==> config.mk <==
export PLATFORM = sky130hd
export DESIGN_NAME = spi_peripheral_rx
export DESIGN_NICKNAME = d
export VERILOG_FILES = /design/src/rtl/spi_pkg.sv /design/src/rtl/spi_rx_fifo.sv /design/src/rtl/spi_peripheral_rx.sv
export SDC_FILE = /design/constraint.sdc
export NUM_CORES = 1
export LEC_CHECK = 0
export BUFFER_PORTS_ARGS = -buffer_cell sky130_fd_sc_hd__buf_2
export CAP_MARGIN = 20
export CORE_MARGIN = 5
export CORE_UTILIZATION = 35
export DETAILED_ROUTE_END_ITERATION = 12
export PLACE_DENSITY_LB_ADDON = 0.08
export SLEW_MARGIN = 5
export SYNTH_ARGS = -nofsm -noshare
export SYNTH_HDL_FRONTEND = slang
export SYNTH_HIERARCHICAL = 1
export SYNTH_SLANG_ARGS = --single-unit
==> constraint.sdc <==
create_clock -name clk -period 4.2 [get_ports clk]
set_clock_uncertainty 0.15 [all_clocks]
set_input_delay 0 -clock clk [delete_from_list [all_inputs] [get_ports clk]]
set_output_delay 0 -clock clk [all_outputs]
set_load 0.01 [all_outputs]
==> src/rtl/spi_pkg.sv <==
// Shared SPI definitions: receive FSM state encoding and the default word length.
package spi_pkg;

  localparam int SPI_WORD_BITS = 32;

  typedef enum logic [1:0] {
    ST_IDLE  = 2'd0,
    ST_SHIFT = 2'd1,
    ST_DONE  = 2'd2
  } spi_rx_state_t;

endpackage

==> src/rtl/spi_rx_fifo.sv <==
// Output buffer for received SPI words; DEPTH=1 degenerates to a single holding register.
module spi_rx_fifo #(
  parameter int WIDTH = 32,
  parameter int DEPTH = 1
) (
  input  logic             clk,
  input  logic             rst,
  input  logic             push,
  input  logic [WIDTH-1:0] push_data,
  output logic             valid,
  output logic [WIDTH-1:0] data,
  input  logic             ready,
  output logic             overflow
);

  localparam int AW = (DEPTH > 1) ? $clog2(DEPTH) : 1;
  localparam int CW = $clog2(DEPTH + 1);

  logic [WIDTH-1:0] mem [DEPTH];
  logic [AW-1:0]    wr_ptr;
  logic [AW-1:0]    rd_ptr;
  logic [CW-1:0]    count;
  logic             full;
  logic             pop;
  logic             accept;

  function automatic logic [AW-1:0] next_ptr(input logic [AW-1:0] p);
    return (p == AW'(DEPTH - 1)) ? '0 : p + 1'b1;
  endfunction

  assign valid  = (count != '0);
  assign data   = mem[rd_ptr];
  assign full   = (count == CW'(DEPTH));
  assign pop    = valid && ready;
  // A pop in the same cycle frees the slot, so a push into a full buffer still lands.
  assign accept = push && (!full || pop);

  always_ff @(posedge clk) begin
    if (rst) begin
      for (int i = 0; i < DEPTH; i++) mem[i] <= '0;
      wr_ptr   <= '0;
      rd_ptr   <= '0;
      count    <= '0;
      overflow <= 1'b0;
    end else begin
      if (accept) begin
        mem[wr_ptr] <= push_data;
        wr_ptr      <= next_ptr(wr_ptr);
      end
      if (pop) rd_ptr <= next_ptr(rd_ptr);
      case ({accept, pop})
        2'b10:   count <= count + 1'b1;
        2'b01:   count <= count - 1'b1;
        default: count <= count;
      endcase
      if (push && !accept) overflow <= 1'b1;
    end
  end

endmodule

==> src/rtl/spi_peripheral_rx.sv <==
// SPI mode-0 peripheral receiver with MISO echo of the previous word.
// Define SPI_RX_FIFO_EN for a FIFO_DEPTH-entry output FIFO; otherwise a single output register.
module spi_peripheral_rx
  import spi_pkg::*;
#(
  parameter int TRANSACTION_LENGTH_BITS = SPI_WORD_BITS,
  parameter int SYNC_STAGES             = 2,
  parameter int FIFO_DEPTH              = 4
) (
  input  logic                               clk,
  input  logic                               rst,
  input  logic                               spi_cs_n,
  input  logic                               spi_clk,
  input  logic                               spi_din,
  output logic                               spi_dout,
  output logic                               axiov,
  output logic [TRANSACTION_LENGTH_BITS-1:0] axiod,
  input  logic                               axiready,
  output logic                               frame_error,
  output logic                               overflow,
  output logic [1:0]                         fsm_state
);

  localparam int N      = TRANSACTION_LENGTH_BITS;
  localparam int CNT_W  = $clog2(N + 1);
  localparam int SETTLE = SYNC_STAGES + 1;
  localparam int SW     = $clog2(SETTLE + 1);
`ifdef SPI_RX_FIFO_EN
  localparam int BUF_DEPTH = FIFO_DEPTH;
`else
  localparam int BUF_DEPTH = 1;
`endif

  logic [SYNC_STAGES-1:0] cs_sync, sck_sync, din_sync;
  logic                   cs_d, sck_d;
  logic                   cs_s, sck_s, din_s;
  logic                   cs_fall, cs_rise, sck_rise, sck_fall;

  spi_rx_state_t  state;
  logic [CNT_W-1:0] bit_cnt;
  logic [N-2:0]   shift_q;
  logic [N-2:0]   tx_q;
  logic [N-1:0]   last_word;
  logic [N-1:0]   push_word;
  logic           push;
  logic           armed;
  logic [SW-1:0]  settle_cnt;

  always_ff @(posedge clk) begin
    if (rst) begin
      cs_sync  <= '1;
      sck_sync <= '0;
      din_sync <= '0;
      cs_d     <= 1'b1;
      sck_d    <= 1'b0;
    end else begin
      cs_sync  <= {cs_sync[SYNC_STAGES-2:0], spi_cs_n};
      sck_sync <= {sck_sync[SYNC_STAGES-2:0], spi_clk};
      din_sync <= {din_sync[SYNC_STAGES-2:0], spi_din};
      cs_d     <= cs_sync[SYNC_STAGES-1];
      sck_d    <= sck_sync[SYNC_STAGES-1];
    end
  end

  assign cs_s     = cs_sync[SYNC_STAGES-1];
  assign sck_s    = sck_sync[SYNC_STAGES-1];
  assign din_s    = din_sync[SYNC_STAGES-1];
  assign cs_fall  = cs_d & ~cs_s;
  assign cs_rise  = ~cs_d & cs_s;
  assign sck_rise = ~sck_d & sck_s;
  assign sck_fall = sck_d & ~sck_s;

  assign push_word = {shift_q, din_s};
  assign push      = (state == ST_SHIFT) && !cs_rise && sck_rise && (bit_cnt == CNT_W'(N - 1));
  assign fsm_state = state;

  // The cs_n chain resets high, so a frame already in progress at reset would look like a
  // fresh falling edge; frames start only once cs_n has been seen high after the flush.
  always_ff @(posedge clk) begin
    if (rst) begin
      state       <= ST_IDLE;
      bit_cnt     <= '0;
      shift_q     <= '0;
      tx_q        <= '0;
      last_word   <= '0;
      spi_dout    <= 1'b0;
      frame_error <= 1'b0;
      armed       <= 1'b0;
      settle_cnt  <= '0;
    end else begin
      frame_error <= 1'b0;
      if (settle_cnt != SW'(SETTLE)) settle_cnt <= settle_cnt + 1'b1;
      else if (cs_s) armed <= 1'b1;
      if (push) last_word <= push_word;
      case (state)
        ST_IDLE: begin
          if (cs_fall && armed) begin
            state    <= ST_SHIFT;
            bit_cnt  <= '0;
            shift_q  <= '0;
            spi_dout <= last_word[N-1];
            tx_q     <= last_word[N-2:0];
          end
        end
        ST_SHIFT: begin
          if (cs_rise) begin
            state    <= ST_IDLE;
            spi_dout <= 1'b0;
            if (bit_cnt != '0) frame_error <= 1'b1;
          end else begin
            if (sck_rise) begin
              shift_q <= push_word[N-2:0];
              bit_cnt <= bit_cnt + 1'b1;
              if (bit_cnt == CNT_W'(N - 1)) state <= ST_DONE;
            end
            if (sck_fall) begin
              spi_dout <= tx_q[N-2];
              tx_q     <= {tx_q[N-3:0], 1'b0};
            end
          end
        end
        ST_DONE: begin
          if (cs_rise) begin
            state    <= ST_IDLE;
            spi_dout <= 1'b0;
          end
        end
        default: state <= ST_IDLE;
      endcase
    end
  end

  // Output handshake: a word transfers on a cycle where axiov && axiready are both high;
  // while axiov is high and axiready low, axiod and axiov hold steady.
  spi_rx_fifo #(
    .WIDTH (N),
    .DEPTH (BUF_DEPTH)
  ) u_buf (
    .clk       (clk),
    .rst       (rst),
    .push      (push),
    .push_data (push_word),
    .valid     (axiov),
    .data      (axiod),
    .ready     (axiready),
    .overflow  (overflow)
  );

endmodule

==> results of run 1 <==
-- layer usage --
metal / wire length (microns) / part of all wire (%) / track usage [%] / vias to the layer above
met2: 5990 / 48 / 20.2 / 49
li1: - / - / - / 2042
met3: 320 / 2.5 / 3.55 / 20
met5: 0 / 0 / 0 / -
met4: 265 / 2.1 / 4.94 / 0
met1: 5990 / 48 / 15.4 / 1974
-- path summary, 6_finish.rpt --
path / from / to / slack, ns / depth (start not counted)
min: spi_cs_n / cs_sync[0] / 0.15 / 3
max: fsm_state[1] / tx_q[22] / 1.52 / 7
min reg2reg: cs_sync[0] / cs_sync[1] / 0.27 / 1
max reg2reg: fsm_state[1] / tx_q[22] / 1.52 / 7
-- final cells by class --
type / count / area share (%)
multi-input cells: 339 / 37.5
clock buffers: 22 / 6.63
flip-flops and latches: 149 / 45.1
inverters: 13 / 0.667
clock inverters: 10 / 1.33
well taps: 229 / 3.92
repair buffers: 56 / 4.79
-- what timing repair did --
action,in CTS,in global routing
hold endpoints to repair,43,0
gates resized for setup,0,0
hold buffers,6,0
-- state kept, by name, summed over array words and instances (netlist names) --
signal and cells:
last_word 32, u_buf/mem 32, shift_q 31, tx_q 31
bit_cnt 6, cs_sync 2, din_sync 2, fsm_state 2
sck_sync 2, settle_cnt 2, armed 1, cs_d 1
frame_error 1, sck_d 1, spi_dout 1, u_buf/overflow 1
u_buf/valid 1
-- power by group through the flow --
stage / clock, mW / combinational [mW] / sequential [mW]
2_1_floorplan: 0 / 0.252 / 1.55
3_3_place_gp: 0 / 0.311 / 1.55
3_5_place_dp: 0 / 0.315 / 1.55
4_1_cts: 1.53 / 0.320 / 1.52
5_1_grt: 1.60 / 0.356 / 1.52
6_report: 1.48 / 0.325 / 1.52
-- logic make-up after synthesis --
logic type / after synthesis
compound gates: 117
xor+xnor: 1
fa+ha+maj: 7
buf+inv: 58
flops: 149
mux: 65
simple gates: 149
-- metrics by stage --
stage / hold WS, ns / power (mW) / setup WS (ns)
6_report: 0.154 / 3.32 / 1.52
5_1_grt: 0.166 / 3.47 / 1.31
4_1_cts: 0.133 / 3.37 / 1.32
3_5_place_dp: 0.0348 / 1.86 / 1.34
3_3_place_gp: 0.0347 / 1.86 / 1.40
2_1_floorplan: -0.0809 / 1.81 / 1.89
-- critical path, delay by kind of cell (launching register included) --
family                   cells  cell delay (ns)
buffers and inverters        3             0.97
AND/OR/NAND/NOR              1             0.56
flip-flops                   1             0.34
adder cells (fa/ha/maj)      1             0.25
AO/OA/AOI/OAI                2             0.25
-- cells in the final DEF, fill, tap and decap left out, types with 8 or more instances in the layout --
cell type	n
clkbuf_16	18
nor2_1	38
nand2b_1	37
a211oi_2	29
nor3b_2	30
edfxtp_1	32
mux2i_1	64
a21oi_1	37
o22ai_1	30
nand2_1	8
inv_1	12
buf_2	42
dfxtp_1	117
==> results.md, run 1 <==
- Hold Violations, Final: 0
- Number of global-route vias before repair: ~4,300
- Worst hold path class: primary input to flip-flop
- Largest family of logic cells by synthesized area: simple AND/OR/NAND/NOR gates
- Die Ht: 146 microns
- Synth Area in Adders: 1.35%
- Die X: 146 microns
- CP Max Fanout: 38
- Critical Path RT: 4.32 ns
- Routed length per instance: 15.4 microns
- Port bufs: 43
- ANT cells: 0
- Cell Count Post-Placement: 779
- Syn_nets: 559
- Top FF cell, synth: dfxtp_1
- Crit-path max cell delay: around 0.56 ns
- Clk pwr share: 44.6%
- Final net count: 589
- Total CTS buffers: 17
- Post-layout util: 40.5%
- Tightest Pin Transition: 0.842 ns
- DR iter-0 viols: ~200
- Max Root-Sink Buffers: 2
- CP endpoint kind: flip-flop
- Sum Neg Setup Slack: 0 ns
- Syn Area/Cell: around 12 sq um
- Clk sinks: about 150
- Critical Path Source Type: flip-flop
- # rows: a little under 50
- EDFF count, synth: 32
- GRT Overall Usage: 12.4%
- Number of library cell types mapped by synthesis: 56
- Yosys warns: 6
- Part of the cycle the worst path needs: 63.8%
- CP max-delay cell: nand2_1
- Vias per inst: 4.99
- Final instance area: 7320 sq um
- Seq pwr share: 45.7%
- Fillers: ~1,700
- Int Pwr: 2.50 mW
- Max VDD drop: 265 uV
- Initial antenna violation count: 0
- H-tree levels: 4
- CP cell instances: inv_1 > ha_2 > buf_4 > nand2_1 > buf_8 > a21oi_1 > a211oi_2
- Total power divided by cell area: 454 nW/um^2
- Synth area leaders: dfxtp_1, edfxtp_1, mux2i_1
- CP Class: flip-flop to flip-flop
- Total of max-cap violations: 0
- Post-synthesis async set-or-reset flop share: 0%
- Setup violations, final: 0
- CP Data Arrival Time: 2.80 ns
- Number of I/O pins: 44
- Top cell type's share of synthesized area: 36.2%
- Synth Instances: 546
- Switching pwr: around 0.82 mW
- Global-route wire length before repair: 21.7 mm
- Core area: between 15,000 and 20,000 sq um
- Placed wire-length estimate: 7.60 mm
- RSZ-0062 raised after global routing: false
- Lkg Pwr: 2.61 nW
- Mux share of post-synthesis cell area: 10.1%
- Layout area overhead: 13.1%
- Status: completed
- Synth Register Bits: 149
- Synth Cell Area: 6470 sq um
- Area of the multi-input gates: 2750 sq um
- Sw Ratio: 24.7%
- Pre-antenna DRT Iters: 4
- Register area share after synthesis: 51.1%
- CTS root buffer: clkbuf_16
- Simple-gate share of the synthesized area: 16.4%
- Fraction of layout cells with a size suffix above 1: 26.8%
- Final ANT Viol Nets: 0
- Routability cong.: 0.691
- Initial Util: 35.8%
- Combinational share of power: 9.8%
- Top-count cell post-synth: dfxtp_1
- Slew headroom: 43.7%
- Top cells by count, synth: dfxtp_1, mux2i_1, nor2_1
- Vias: 4,085
- Worst-Skew Late Latency: 0.42 ns
- Sequential cell area: 3300 sq um
- Setup bufs post-CTS: 0
- CTS clk-pin slew, worst paths: roughly 0.060 ns
- Layout Cells excl Fill: about 820
- Cell Area, Placed: 6660 sq um
- Die area: ~21,000 sq um
- Biggest area consumer among synthesized cells: dfxtp_1
- Tmin final: 2.68 ns
- Xor/xnor cell area share of the yosys netlist: 0.135%
- DRC viols: 0
- Drt total wl: around 13 mm
- Slew Viols, Final: 0
- TritonCTS clock tree: built
- Maximum clock frequency: 0.373 GHz
- Complex-gate fraction of the synthesized area: 14.3%
- GR Overflow Total: 0
- Largest net degree at the start of global routing: 69
No activity file was read; power rests on OpenSTA's default activity.
==> inputs of run 2 (changes only) <==
==> constraint.sdc (replaced) <==
create_clock -name clk -period 2.6 [get_ports clk]
set_clock_uncertainty 0.15 [all_clocks]
set_input_delay 0 -clock clk [delete_from_list [all_inputs] [get_ports clk]]
set_output_delay 0 -clock clk [all_outputs]
set_load 0.01 [all_outputs]
==> run 2 against run 1 <==
Total power increased by 63%. Critical path depth unchanged. Global-route usage increased by 0.70 points. Flip-flop and latch count unchanged. Register-to-register slack lost 1.1 ns. Count of clock-buffer cells in the layout rose by 2. Worst setup slack worse by 1.1 ns. Die area did not move. Final cell count increased by 0.61%. Wire length is 6.0% higher. Critical path type unchanged. Largest power group unchanged.
==> results.md, run 2 (synthesis gave the netlist of run 1 again) <==
- Final ANT Viol Nets: 0
- CTS root buffer: clkbuf_16
- Total of max-cap violations: 0
- Layout area overhead: 14.0%
- CP endpoint kind: flip-flop
- Port bufs: 43
- Placed wire-length estimate: approximately 7.9 mm
- Critical Path Source Type: flip-flop
- GRT Overall Usage: 13.1%
- Number of global-route vias before repair: 4,244
- Max Root-Sink Buffers: 2
- Die X: 146 microns
- Vias: 4,106
- GR Overflow Total: 0
- RSZ-0062 raised after global routing: false
- CP Max Fanout: 41
- Initial antenna violation count: 0
- Total CTS buffers: 17
- # rows: 49
- Setup bufs post-CTS: 0
- Setup violations, final: 0
- Most frequent cells in the layout: dfxtp_1, mux2i_1, buf_2
- Sum Neg Setup Slack: 0 ns
- Pre-antenna DRT Iters: 5
- Largest registers: last_word (32), u_buf/mem (32)
- CP Data Arrival Time: 2.36 ns
- CTS clk-pin slew, worst paths: 0.06 ns
- Tightest Pin Transition: 0.692 ns
- Final net count: 594
- Die Ht: between 100 and 150 microns
- Lkg Pwr: 2.66 nW
- Largest net degree at the start of global routing: 72
- H-tree levels: 4
- Die area: 21,300 sq um
- TritonCTS clock tree: built
- ANT cells: 0
- CP Class: flip-flop to flip-flop
- Worst-Skew Late Latency: 0.42 ns
- Slew headroom: 53.9%
- Critical Path RT: 2.74 ns
- Part of the cycle the worst path needs: between 80 and 90%
- Slew Viols, Final: 0
- DR iter-0 viols: 226
- Routed length per instance: 16.2 microns
- Commonest non-fill, non-tap cell in the layout: dfxtp_1
- Drt total wl: 13.3 mm
- Clk sinks: roughly 150
- Tmin final: ~2.2 ns
- Maximum clock frequency: roughly 0.45 GHz
- Core area: 18,100 sq um
- Global-route wire length before repair: 22.5 mm
- Worst hold path class: primary input to flip-flop
- Hold Violations, Final: 0
- Routability cong.: 0.721
- Status: completed
- Fraction of layout cells with a size suffix above 1: between 20% and 30%
- Post-Place Setup Slack: 0.359 ns
- Worst Setup Slack, final: about 0.38 ns
- Max VDD drop: 505 uV
- Initial Util: 35.8%
- Number of I/O pins: 44
- Vias per inst: approximately 5
- DRC viols: 0
- Total power divided by cell area: about 740 nW/um^2
[run 2: changes by cell type in the layout (fill, tap and decap cells not counted), sizes merged]
| cell | delta |
|---|---|
| bufinv | +1 |
| clkbuf | +2 |
| clkinvlp | -5 |
| buf | +6 |
| clkinv | +2 |
| dlygate4sd3 | -1 |
[run 2: area by class of cell]
cell class                 count  area (sq um)
clock buffer                  24           492
inverter                      13          48.8
tap                          229           287
sequential                   149          3300
timing repair buffer          61           403
clock inverter                 8          97.6
fill                        1744         10700
multi-input combinational    339          2750
[run 2: final timing paths]
check | start | endpoint | slack (ns) | cells after the start
worst max-delay path | fsm_state[1] | tx_q[13] | 0.38 | 7
worst min-delay path | spi_cs_n | cs_sync[0] | 0.16 | 3
worst max register to register | fsm_state[1] | tx_q[13] | 0.38 | 7
worst min register to register | cs_sync[0] | cs_sync[1] | 0.26 | 1
[run 2: through the flow]
step                      instances  instance area (sq um)  util (%)  hold WS (ns)  total power, mW
final                           823                   7380      40.8         0.157             5.42
after floorplan                 546                   6470         -       -0.0809             2.92
after CTS                       823                   7380      40.8         0.138             5.51
after global routing            823                   7380      40.8         0.154             5.67
after global placement          786                   6740      37.2        0.0336             3.03
after detailed placement        786                   6740      37.2        0.0341             3.04
[run 2: repair_timing]
item                                    4_1_cts  5_1_grt
hold buffers                                  5        0
resized for setup                             0        0
endpoints found under the setup margin        0        0
hold endpoints to repair                     41        0
[run 2: metal layers]
metal | GRT usage, % | part of all wire, % | wire (microns)
met2 | 22.2 | 49 | 6480
met3 | 2.93 | 2.6 | 345
met4 | 4.70 | 1.4 | 193
met5 | 0 | 0 | 0
met1 | 16.3 | 47 | 6300
[run 2: report_power, final]
| part | leakage (nW) | switching (mW) | internal, mW |
|---|---|---|---|
| combinational | 1.12 | 0.341 | 0.196 |
| clock | 0.286 | 0.925 | 1.51 |
| sequential | 1.25 | 0.0299 | 2.42 |
[run 2: worst max-delay path, cell delays in order (launching register included)]
cell,delay [ns]
dfxtp_1,0.35
inv_1,0.11
ha_2,0.23
buf_4,0.57
nand2_1,0.10
buf_4,0.27
a21oi_1,0.23
a211oi_2,0.06
==> inputs of run 3 (changes only) <==
--- a/config.mk
+++ b/config.mk
@@ -10,6 +10,7 @@
 export CORE_MARGIN = 5
 export CORE_UTILIZATION = 35
 export DETAILED_ROUTE_END_ITERATION = 12
+export MAX_ROUTING_LAYER = met4
 export PLACE_DENSITY_LB_ADDON = 0.08
 export SLEW_MARGIN = 5
 export SYNTH_ARGS = -nofsm -noshare
==> run 3 against run 2 <==
Highest routed layer unchanged. Cell area unchanged. Register-to-register slack about the same. Non-clock buffer count is the same. Wire length shrank 0.14%. Count of clock-buffer cells in the layout unchanged. Critical path depth did not move. Fmax hardly changed. Largest cell class unchanged. Via count increased by 0.22%. Worst setup slack about the same. Total power shrank 0.11%. Sequential share of layout area stayed put.
==> results.md, run 3 (synthesis gave the netlist of run 1 again) <==
- Total power divided by cell area: 735 nW/um^2
- Die Ht: roughly 150 microns
- Switching pwr: 1.29 mW
- Commonest non-fill, non-tap cell in the layout: dfxtp_1
- CP cell instances: inv_1 > ha_2 > buf_4 > nand2_1 > buf_4 > a21oi_1 > a211oi_2
- Seq pwr share: between 40% and 50%
- Slew Viols, Final: 0
- TritonCTS clock tree: built
- Met1 Track Usage GR: 16.2%
- CTS clk-pin slew, worst paths: approximately 0.060 ns
- CP max-delay cell: buf_4
- Number of global-route vias before repair: around 4,300
- Max Root-Sink Buffers: 2
- GR met3 Demand/Resource: 2.93%
- CP Buf/Inv Count: 3
- Die X: 146 microns
- Final ANT Viol Nets: 0
- Critical Path RT: between 2 and 3 ns
- GR Overflow Total: 0
- Vias per inst: roughly 5
- CP endpoint kind: flip-flop
- CP Class: flip-flop to flip-flop
- Sum Neg Setup Slack: 0 ns
- Setup violations, final: 0
- DR iter-0 viols: 233
- Total CTS buffers: 17
- Worst-Skew Late Latency: between 0.4 and 0.5 ns
- Layout area overhead: 14.0%
- Core area: about 18,000 sq um
- Crit-path max cell delay: 0.57 ns
- Clk pwr share: 44.9%
- Drt total wl: 13.3 mm
- Hold WS: around 0.16 ns
- Routed length per instance: about 16 microns
- Die area: 21,300 sq um
- Most frequent cells in the layout: dfxtp_1, mux2i_1, buf_2
- Global-route wire length before repair: 22.4 mm
- Placed wire-length estimate: 7.89 mm
- H-tree levels: 4
- Max VDD drop: 504 uV
- Pre-antenna DRT Iters: 4
- Number of I/O pins: 44
- Part of the cycle the worst path needs: 85.4%
- GRT Overall Usage: between 10 and 15%
- Initial Util: 35.8%
- CP top delay family: buffers and inverters
- PnR Total Power: 5.42 mW
- Critical Path Source Type: flip-flop
- Vias: 4,115
- Initial antenna violation count: 0
- CP Data Arrival Time: 2.36 ns
- Port bufs: 43
- Final net count: 594
- ANT cells: 0
- Lkg Pwr: about 2.7 nW
- Worst hold path class: primary input to flip-flop
- CTS root buffer: clkbuf_16
- Clk sinks: 149
- Tmin final: approximately 2.2 ns
- Routability cong.: ~0.73
- CP Max Fanout: 41
- DRC viols: 0
- Status: completed
- Hold Violations, Final: 0
- Total of max-cap violations: 0
- Largest registers: last_word (32), u_buf/mem (32)
- Maximum clock frequency: 0.450 GHz
- Tightest Pin Transition: 0.689 ns
- # rows: 49
- Combinational share of power: under 10%
- Int Pwr: around 4.1 mW
- GRT busiest layer: met2
- Fillers: 1,744
- Fraction of layout cells with a size suffix above 1: 27.1%
- Largest net degree at the start of global routing: 72
- Slew headroom: between 50% and 60%
- M2 GR Usage: 22.3%
- Sw Ratio: 23.8%
- RSZ-0062 raised after global routing: false
- Top cell by count, worst path: buf_4
## run 3: repair_timing
| action | CTS | global route |
|---|---|---|
| setup buffers | 0 | 0 |
| endpoints found under the hold margin | 41 | 0 |
| hold buffers | 5 | 0 |
| resized for setup | 0 | 0 |
## run 3: layout make-up
| cell class | count | area (sq um) | share of cell area (%) |
|---|---|---|---|
| Sequential cell | 149 | 3300 | 44.8 |
| Timing Repair Buffer | 61 | 403 | 5.46 |
| Tap cell | 229 | 287 | 3.88 |
| Multi-Input combinational cell | 339 | 2750 | 37.2 |
| Clock inverter | 8 | 97.6 | 1.32 |
| Clock buffer | 24 | 492 | 6.67 |
| Inverter | 13 | 48.8 | 0.662 |
## run 3: worst paths after layout
| kind | slack (ns) | from | end | cells after the start |
|---|---|---|---|---|
| worst max-delay path | 0.38 | fsm_state[1] | tx_q[13] | 7 |
| worst min-delay path | 0.16 | spi_cs_n | cs_sync[0] | 3 |
| worst max register to register | 0.38 | fsm_state[1] | tx_q[13] | 7 |
| worst min register to register | 0.26 | cs_sync[0] | cs_sync[1] | 1 |
## run 3: power groups by stage
| stage | Clock (mW) | Sequential [mW] | Combinational, mW |
|---|---|---|---|
| floorplan | 0 | 2.51 | 0.408 |
| detailed placement | 0 | 2.50 | 0.541 |
| CTS | 2.51 | 2.45 | 0.548 |
| finish | 2.43 | 2.45 | 0.537 |
| global route | 2.62 | 2.46 | 0.590 |
| global placement | 0 | 2.50 | 0.537 |
## run 3: metrics by stage
step,cells,area [sq um],utilization (%),worst slack [ns]
6_report,823,7380,40.8,0.379
5_1_grt,823,7380,40.8,0.177
4_1_cts,823,7380,40.8,0.354
3_5_place_dp,786,6740,37.2,0.359
3_3_place_gp,786,6740,37.2,0.416
2_1_floorplan,546,6470,-,0.295
## run 3: per-layer routing
layer / routed length (microns) / vias up
met5: 0 / -
met1: 6230 / 1996
met3: 328 / 12
met4: 193 / 0
li1: - / 2059
met2: 6550 / 48
## run 3: worst register-to-register path: cells and delay by family (launching register included)
kind | cells | cell delay [ns]
buffers and inverters | 3 | 0.95
adder cells (fa/ha/maj) | 1 | 0.23
AO/OA/AOI/OAI | 2 | 0.31
AND/OR/NAND/NOR | 1 | 0.11
flip-flops | 1 | 0.35
